$ cat src/rtl/cat_command_parser.sv
// cat_command_parser: framed parser turning UART RX bytes into the 8-bit cat_status LED mask.
// Latency: a mask write is visible (with a one-cycle cmd_strobe) the cycle after the accepting edge; a '?' reply starts the cycle after '?'.
// Backpressure: rx_ready drops while the hex reply is being sent; each reply byte is held on tx_data until tx_ready.
// Optional: define PARSER_TIMEOUT_EN to abandon a '#' frame after TIMEOUT_MS without a new byte.
module cat_command_parser #(
  parameter int CLK_FREQ   = 103_340_000,
  parameter int TIMEOUT_MS = 50,
  parameter int ERR_W      = 8
) (
  input  logic             clk,
  input  logic             reset_n,
  input  logic [7:0]       rx_data,
  input  logic             rx_valid,
  output logic             rx_ready,
  output logic [7:0]       tx_data,
  output logic             tx_valid,
  input  logic             tx_ready,
  output logic [7:0]       cat_status,
  output logic             cmd_strobe,
  output logic [ERR_W-1:0] err_count
);

  typedef enum logic [2:0] {
    IDLE, HEX_HI, HEX_LO, TERM, RESP_HI, RESP_LO, RESP_NL
  } state_t;

  state_t     state, state_nxt;
  logic       rx_fire, tx_fire;
  logic       rx_is_hex;
  logic [3:0] rx_nib;
  logic [3:0] hi_nib, lo_nib;
  logic [7:0] snapshot;
  logic [2:0] bit_idx;
  logic       timeout;
  logic       frame_err;
  logic       wr_en;
  logic [7:0] wr_val;

  // Uppercase ASCII hex digit for one nibble
  function automatic logic [7:0] hex_ascii(input logic [3:0] nib);
    if (nib < 4'd10) return {4'h3, nib};
    else             return 8'h37 + {4'h0, nib};
  endfunction

  assign rx_fire = rx_valid && rx_ready;
  assign tx_fire = tx_valid && tx_ready;
  // 'A'/'a' map to bit 0 and 'H'/'h' to bit 7: low three ASCII bits minus one
  assign bit_idx = rx_data[2:0] - 3'd1;

  // Decode an ASCII hex digit, either case
  always_comb begin
    rx_is_hex = 1'b1;
    rx_nib    = 4'h0;
    if (rx_data >= 8'h30 && rx_data <= 8'h39)
      rx_nib = rx_data[3:0];
    else if ((rx_data >= 8'h41 && rx_data <= 8'h46) || (rx_data >= 8'h61 && rx_data <= 8'h66))
      rx_nib = rx_data[3:0] + 4'd9;
    else
      rx_is_hex = 1'b0;
  end

`ifdef PARSER_TIMEOUT_EN
  localparam int TO_CYCLES = CLK_FREQ / 1000 * TIMEOUT_MS;
  localparam int TO_W      = (TO_CYCLES > 1) ? $clog2(TO_CYCLES) : 1;

  logic [TO_W-1:0] to_cnt;
  logic            in_frame;

  assign in_frame = (state == HEX_HI) || (state == HEX_LO) || (state == TERM);
  // A byte arriving on the last count wins over the timeout
  assign timeout  = in_frame && !rx_fire && (to_cnt == TO_W'(TO_CYCLES - 1));

  // Inter-byte timer: runs only inside a '#' frame, restarts on every accepted byte
  always_ff @(posedge clk) begin
    if (!reset_n || !in_frame || rx_fire || timeout) to_cnt <= '0;
    else                                            to_cnt <= to_cnt + TO_W'(1);
  end
`else
  assign timeout = 1'b0;
`endif

  // State register
  always_ff @(posedge clk) begin
    if (!reset_n) state <= IDLE;
    else          state <= state_nxt;
  end

  // Next-state logic
  always_comb begin
    state_nxt = state;
    case (state)
      IDLE: if (rx_fire) begin
        if (rx_data == 8'h23)      state_nxt = HEX_HI;
        else if (rx_data == 8'h3F) state_nxt = RESP_HI;
      end
      HEX_HI: begin
        if (rx_fire)      state_nxt = rx_is_hex ? HEX_LO : IDLE;
        else if (timeout) state_nxt = IDLE;
      end
      HEX_LO: begin
        if (rx_fire)      state_nxt = rx_is_hex ? TERM : IDLE;
        else if (timeout) state_nxt = IDLE;
      end
      TERM:    if (rx_fire || timeout) state_nxt = IDLE;
      RESP_HI: if (tx_fire) state_nxt = RESP_LO;
      RESP_LO: if (tx_fire) state_nxt = RESP_NL;
      RESP_NL: if (tx_fire) state_nxt = IDLE;
      default: state_nxt = IDLE;
    endcase
  end

  // Handshake outputs; reset forces both sides quiet
  always_comb begin
    rx_ready = 1'b0;
    tx_valid = 1'b0;
    tx_data  = 8'h00;
    if (reset_n) begin
      case (state)
        IDLE, HEX_HI, HEX_LO, TERM: rx_ready = 1'b1;
        RESP_HI: begin tx_valid = 1'b1; tx_data = hex_ascii(snapshot[7:4]); end
        RESP_LO: begin tx_valid = 1'b1; tx_data = hex_ascii(snapshot[3:0]); end
        RESP_NL: begin tx_valid = 1'b1; tx_data = 8'h0A; end
        default: ;
      endcase
    end
  end

  // Mask write and malformed-frame decode for the byte being accepted
  always_comb begin
    wr_en     = 1'b0;
    wr_val    = cat_status;
    frame_err = timeout;
    if (rx_fire) begin
      case (state)
        IDLE: begin
          if (rx_data >= 8'h41 && rx_data <= 8'h48) begin
            wr_en           = 1'b1;
            wr_val[bit_idx] = 1'b0;
          end else if (rx_data >= 8'h61 && rx_data <= 8'h68) begin
            wr_en           = 1'b1;
            wr_val[bit_idx] = 1'b1;
          end
        end
        HEX_HI, HEX_LO: frame_err = !rx_is_hex;
        TERM: begin
          if (rx_data == 8'h0A || rx_data == 8'h3B) begin
            wr_en  = 1'b1;
            wr_val = {hi_nib, lo_nib};
          end else begin
            frame_err = 1'b1;
          end
        end
        default: ;
      endcase
    end
  end

  // Cat mask register and its write strobe
  always_ff @(posedge clk) begin
    if (!reset_n) begin
      cat_status <= 8'hFF;
      cmd_strobe <= 1'b0;
    end else begin
      cmd_strobe <= wr_en;
      if (wr_en) cat_status <= wr_val;
    end
  end

  // Saturating malformed-frame counter
  always_ff @(posedge clk) begin
    if (!reset_n)                           err_count <= '0;
    else if (frame_err && err_count != '1)  err_count <= err_count + ERR_W'(1);
  end

  // Frame nibbles and the query snapshot (frozen for the whole reply)
  always_ff @(posedge clk) begin
    if (!reset_n) begin
      hi_nib   <= 4'h0;
      lo_nib   <= 4'h0;
      snapshot <= 8'h00;
    end else if (rx_fire) begin
      if (state == HEX_HI)                      hi_nib   <= rx_nib;
      if (state == HEX_LO)                      lo_nib   <= rx_nib;
      if (state == IDLE && rx_data == 8'h3F)    snapshot <= cat_status;
    end
  end

endmodule

$ cat config.mk
export PLATFORM = sky130hd
export DESIGN_NAME = cat_command_parser
export DESIGN_NICKNAME = d
export VERILOG_FILES = /design/src/rtl/cat_command_parser.sv
export SDC_FILE = /design/constraint.sdc
export NUM_CORES = 1
export LEC_CHECK = 0
export BUFFER_PORTS_ARGS = -buffer_cell sky130_fd_sc_hd__clkbuf_2
export CORE_MARGIN = 2
export CORE_UTILIZATION = 61
export CTS_CLUSTER_SIZE = 40
export DETAILED_ROUTE_END_ITERATION = 8
export PLACE_DENSITY_LB_ADDON = 0.08
export RECOVER_POWER = 100
export SETUP_SLACK_MARGIN = 0.1
export SLEW_MARGIN = 30
export SYNTH_ARGS = -nofsm -noshare
export SYNTH_HDL_FRONTEND = slang
export SYNTH_SLANG_ARGS = --single-unit
$ cat constraint.sdc
create_clock -name clk -period 3.1 [get_ports clk]
set_input_delay 0 -clock clk [delete_from_list [all_inputs] [get_ports clk]]
set_output_delay 0 -clock clk [all_outputs]
set_load 0.03 [all_outputs]
==> Yosys cells after proc, flatten, opt, wreduce, memory -nomap -nowiden <==
Cells that the tools add are included.
{ "word_totals": {"register_bits": 36, "input_bits": 12, "output_inout_bits": 27, "wordCells": 109} }
{ "op_classes": {"addsub": 5, "order_cmp": 12, "n_eq_ne": 21, "mux": 38, "n_bitwise": 3, "n_reduce_logical": 23} }
{ "ops": {"columns": ["operator", "n"], "rows": [
  ["<= comparator 8 x 7 -> 1 bit (second input constant)", 4],
  ["2-to-1 mux 3 bit", 9],
  ["equality test 8 x 6 -> 1 bit (second input constant)", 3],
  ["2-to-1 mux 8 bit", 3],
  ["2-to-1 mux 7 bit", 3],
  ["case mux 3 bit (7 select lines)", 1],
  ["case mux 7 bit (3 select lines)", 1],
  [">= comparator 8 x 7 -> 1 bit (second input constant)", 2],
  ["!= test 2 bit (second input constant)", 8],
  ["case mux 8 bit (2 select lines)", 1],
  ["adder 6 x 4 -> 7 bit (first input constant)", 2],
  ["2-to-1 mux 1 bit", 13],
  ["logical AND 1 bit", 10],
  ["equality test 3 bit (second input constant)", 3],
  ["adder 8 x 1 -> 8 bit (second input constant)", 1],
  ["bitwise AND 8 bit", 1],
  ["equality test 8 x 4 -> 1 bit (second input constant)", 1],
  [">= comparator 8 x 6 -> 1 bit (second input constant)", 1],
  ["<= comparator 8 x 6 -> 1 bit (second input constant)", 1],
  ["< comparator 4 bit (second input constant)", 2],
  ["2-to-1 mux 4 bit", 2],
  ["!= test 8 bit (second input constant)", 1],
  ["NOT 8 bit", 1],
  ["bitwise OR 8 bit", 1],
  ["other kinds (21)", 27]
]} }

==> Longest topological paths before layout <==
{ "depth": {"ltp_word": 9, "ltp_mapped": 9, "mapped_depth_nobuf": 7} }

==> Worst setup path before layout <==
No wires, ideal clock.
{ "synth_path": {"path_type": "input to register", "startpoint": "input rx_data[0]", "endpoint": "register state[0]", "setup_time_ps": 84, "arrival_ps": 1706, "required_time_ps": 3016, "setup_slack_ps": 1310, "path_stages": 9, "path_buffers": 2, "path_cell_list": "clkbuf_1 inv_1 ha_1 o21bai_1 a2111oi_2 or2_1 buf_4 a31oi_1 o31ai_2"} }
{ "synth_between": {"elab_chain_cells": 8, "word_cells_on_any_way": 21, "classes_between": "6 x order compare; 3 x eq/ne; 7 x mux; 5 x reduce/logical"} }
{ "synth_rtl": {"columns": ["item", "line_no", "text"], "rows": [
  ["from (decl)", "12", "input logic [7:0] rx_data,"],
  [">= comparator 8 x 7 -> 1 bit / <= comparator 8 x 7 -> 1 bit (equally long branches)", "56", "else if ((rx_data >= 8'h41 && rx_data <= 8'h46) || (rx_data >= 8'h61 && rx_data <= 8'h66))"],
  ["logical AND 1 bit", "56", null],
  ["logical OR 1 bit", "56", null],
  ["2-to-1 mux 1 bit", "56", null],
  ["2-to-1 mux 1 bit", "54", "if (rx_data >= 8'h30 && rx_data <= 8'h39)"],
  ["2-to-1 mux 2 bit", "101", "if (rx_fire) state_nxt = rx_is_hex ? TERM : IDLE;"],
  ["2-to-1 mux 3 bit", "101", null],
  ["case mux 3 bit (7 select lines)", "91", "case (state)"],
  ["to (signal assigned)", "85", "else state <= state_nxt;"],
  ["to (decl)", "27", "state_t state, state_nxt;"]
]} }
Several ways; a longest one is shown, not always the timed one. The select of a mux whose other input is x is not followed.
A chain may end at the register's enable or synchronous reset.

==> Worst setup path after layout <==
{ "layout_path": {"startpoint": "input rx_data[0]", "endpoint": "register err_count[1]"} }
{ "layout_between": {"elab_chain_cells": 9, "word_cells_on_any_way": 20, "classes_between": "6 x order compare; 2 x eq/ne; 5 x mux; 7 x reduce/logical"} }
{ "layout_rtl": {"columns": ["item", "line_no", "text"], "rows": [
  [">= comparator 8 x 7 -> 1 bit / <= comparator 8 x 7 -> 1 bit (equally long branches)", "56", null],
  ["logical AND 1 bit", "56", null],
  ["logical OR 1 bit", "56", null],
  ["2-to-1 mux 1 bit", "56", null],
  ["2-to-1 mux 1 bit", "54", null],
  ["logical NOT 1 bit", "144", "HEX_HI, HEX_LO: frame_err = !rx_is_hex;"],
  ["case mux 1 bit (2 select lines) *", "134", "case (state)"],
  ["2-to-1 mux 1 bit *", "133", "if (rx_fire) begin"],
  ["logical AND 1 bit *", "172", "else if (frame_err && err_count != '1) err_count <= err_count + ERR_W'(1);"],
  ["to (signal assigned)", "172", null],
  ["to (decl)", "20", "output logic [ERR_W-1:0] err_count"]
]} }
Mark *: on every way between the ends. The rest lies on a longest branch, timed or not.

==> impl_metrics.tcl <==
set metrics [dict create \
    outcome "completed" \
    critPathCaptureType "flop" \
    grt_pass1_wl_mm 9.05 \
    hold_class "in2reg" \
    startpoint_type "input port" \
    grt_pass1_vias 1947 \
    die_area_um2 4540 \
    p_sw_share_pct 24.5 \
    synthToLayoutAreaGrowth_pct 8.89 \
    core_area_um2 3940 \
    worst_path_most_repeated_cell "nor3b_1" \
    start_util_pct 62.1 \
    layout.nets 346 \
    clk_latency_ps 290 \
    avgRoutedWirePerCell_um 14.4 \
    cts.clk_slew.worst_paths_ps 70 \
    synth_cell_type_count 56 \
    vias 2274 \
    peakVddDrop_mv 0.265 \
    place_ws_ps 941 \
    num_antenna_cells 0 \
    slew-limit-headroom_pct 52.3 \
    vias_per_cell 6.02 \
    cts_made_buffers 5 \
    power_frac_comb_pct 9.8 \
    ys_ff_latch 36 \
    timing.final.ws_setup_ps 929 \
    timing.critical_path.buf_inv 2 \
    dp_cells 370 \
    crit_slowest_cell "nor3_1" \
    dr.pass1.iters 4 \
    p_int_uw 735 \
    post-route-cell-area_um2 2670 \
    drt-total-wl_mm 5.44 \
    ff2ff_setup_slack_ps 1060 \
    postCtsSetupRepairBufs 0 \
    hold_viol 0 \
    cts_hold_repair.buffers 0 \
    io_buffer_count 37 \
    synthTopCellsByArea "dfxtp_1, mux2i_1, nor2b_1" \
    worst_slew_pin_slew_ps 712 \
    clk_path_buf_depth 2 \
    cts_resized 0 \
    drtIter0Drc 164 \
    multiInputGateArea_um2 1570 \
    crit_arrival_ps 2400 \
    synth_warnings 0 \
    h-tree-depth 2 \
    path_cells "clkbuf_1 -> inv_1 -> ha_1 -> nor3b_1 -> nor3_1 -> nor3b_1 -> o21ai_0 -> mux2i_1" \
    avgSynthCellArea_um2 8.08 \
    rsz0062_at_grt "no" \
    yosysSeqAreaShare_pct 29.4 \
    drc 0 \
    total_power_uw 973 \
    p_switching_uw 239 \
    synth_top_area_share_pct 29.4 \
    cp_max_fo 14 \
    syn-cell-area_um2 2450 \
    final_cells 378 \
    place_hpwl_mm 4.07 \
    cp_top_family "simple AND/OR/NAND/NOR gates" \
    tritoncts "yes" \
    layout-drive-gt1-share_pct 8.23 \
    clockRootBuffer "clkbuf_8" \
    yosysTopAreaCell "dfxtp_1" \
    synth_flop_cell "dfxtp_1" \
    seq_area_um2 721 \
    groute.usage.overall_pct 26.4 \
    die_h_um 67.4 \
    synth_common_cells "nand2_1, dfxtp_1, mux2i_1, nor2b_1, a21oi_1" \
    setup_violations 0 \
    tns_ps 0 \
    synthCells 303 \
    async_flop_share_pct 0 \
    ant_nets 0 \
    max_freq_ghz 0.461 \
    synth_edf_count 0 \
    period_minus_slack_ps 2170 \
    cpPeakStageDelay_ps 510 \
    crit_required_ps 3320 \
    fin_crit_sh_pct 70.0 \
    p_leak_uw 0.00108 \
    nFillCells 388 \
    overflow 0 \
    skew_ps 7.03 \
    seqPwrFrac_pct 47.6 \
    dpl_cell_area_um2 2620 \
    power_density_nw_per_um2 365 \
    report.final.slew_viol_count 0 \
    synth_most_common_cell "nand2_1" \
    clock-sinks 36 \
    path_class "in2reg" \
    io-pin-count 39 \
    clockPowerShare_pct 42.7 \
    antenna_found_initial 0 \
    die_w_um 67.4 \
    num_rows 23 \
    syn-num-nets 322 \
    place.gp.congestion 0.812 \
    grt_max_degree 34 \
    maxCapViolCount 0 \
]
[worst paths after layout]
| kind | from | endpoint | cells past startpoint |
|---|---|---|---|
| setup / recovery | rx_data[0] | err_count[1] | 8 |
| hold / removal | tx_ready | state[0] | 5 |
| setup reg to reg | state[0] | state[2] | 6 |
| hold reg to reg | err_count[5] | err_count[5] | 2 |
[worst reg2reg max path, delay by kind of cell, from the launching register on]
family	cells	cell delay, ps
AO/OA/AOI/OAI	5	1010
buffers and inverters	1	440
flip-flops	1	530
[power by group through the flow]
stage          sequential (µW)  combinational [µW]  clock [µW]
2_1_floorplan              475                70.6           0
3_3_place_gp               474                95.9           0
3_5_place_dp               474                95.5           0
4_1_cts                    463                96.3         424
5_1_grt                    463                 105         445
6_report                   463                94.9         415
[per-layer routing]
| metal | vias up | wire length, µm | global-route usage [%] |
|---|---|---|---|
| met2 | 51 | 2580 | 42.6 |
| li1 | 1138 | - | - |
| met4 | 0 | 71 | 8.16 |
| met3 | 6 | 261 | 5.50 |
| met5 | - | 0 | 0 |
| met1 | 1079 | 2520 | 35.3 |
[cell families (layout without fill, tap and decap cells)]
logic type / count (synthesis) / count (layout) / share of synthesized area (%)
AND/OR/NAND/NOR: 123 / 123 / 27.6
XOR/XNOR: 7 / 7 / 2.50
other: 1 / 1 / 0.153
multiplexers: 24 / 24 / 9.81
flip-flops: 36 / 36 / 29.4
buffers and inverters: 32 / 57 / 5.42
AO/OA/AOI/OAI: 73 / 73 / 21.5
adder cells (fa/ha/maj): 7 / 7 / 3.58
[cell usage in the layout, fill, tap and decap left out, types with 3 or more instances in the layout]
cell      count
o21ai_0       8
o21ai_1       3
o211a_1       6
a21oi_1      21
a211oi_1      3
o211ai_1      3
nor3_1        5
nor3b_1       3
xor2_1        4
nand2b_1      6
dfxtp_1      36
inv_1        10
clkbuf_2     11
xnor2_1       3
clkbuf_8      5
mux2i_1      24
nand2_1      38
ha_1          7
a31oi_1       3
o22ai_1       5
o311a_1       8
clkbuf_1     27
nor2b_1      24
and3_1        6
nand3_1       8
nor2_1       15
nand4_1       3
[final cells by class]
cell class	count	share of cell area, %
Multi-Input combinational cell	235	58.9
Clock buffer	5	2.58
Tap cell	50	2.35
Sequential cell	36	27.0
Timing Repair Buffer	39	6.15
Clock inverter	3	1.60
Inverter	10	1.41
[metrics by stage]
stage          hold slack (ps)  utilization (%)
6_report                   193             67.6
5_1_grt                    234             67.6
4_1_cts                    180             69.2
3_5_place_dp               445             66.4
3_3_place_gp               447             66.4
2_1_floorplan              262                -
No activity file was read; power rests on OpenSTA's default activity.
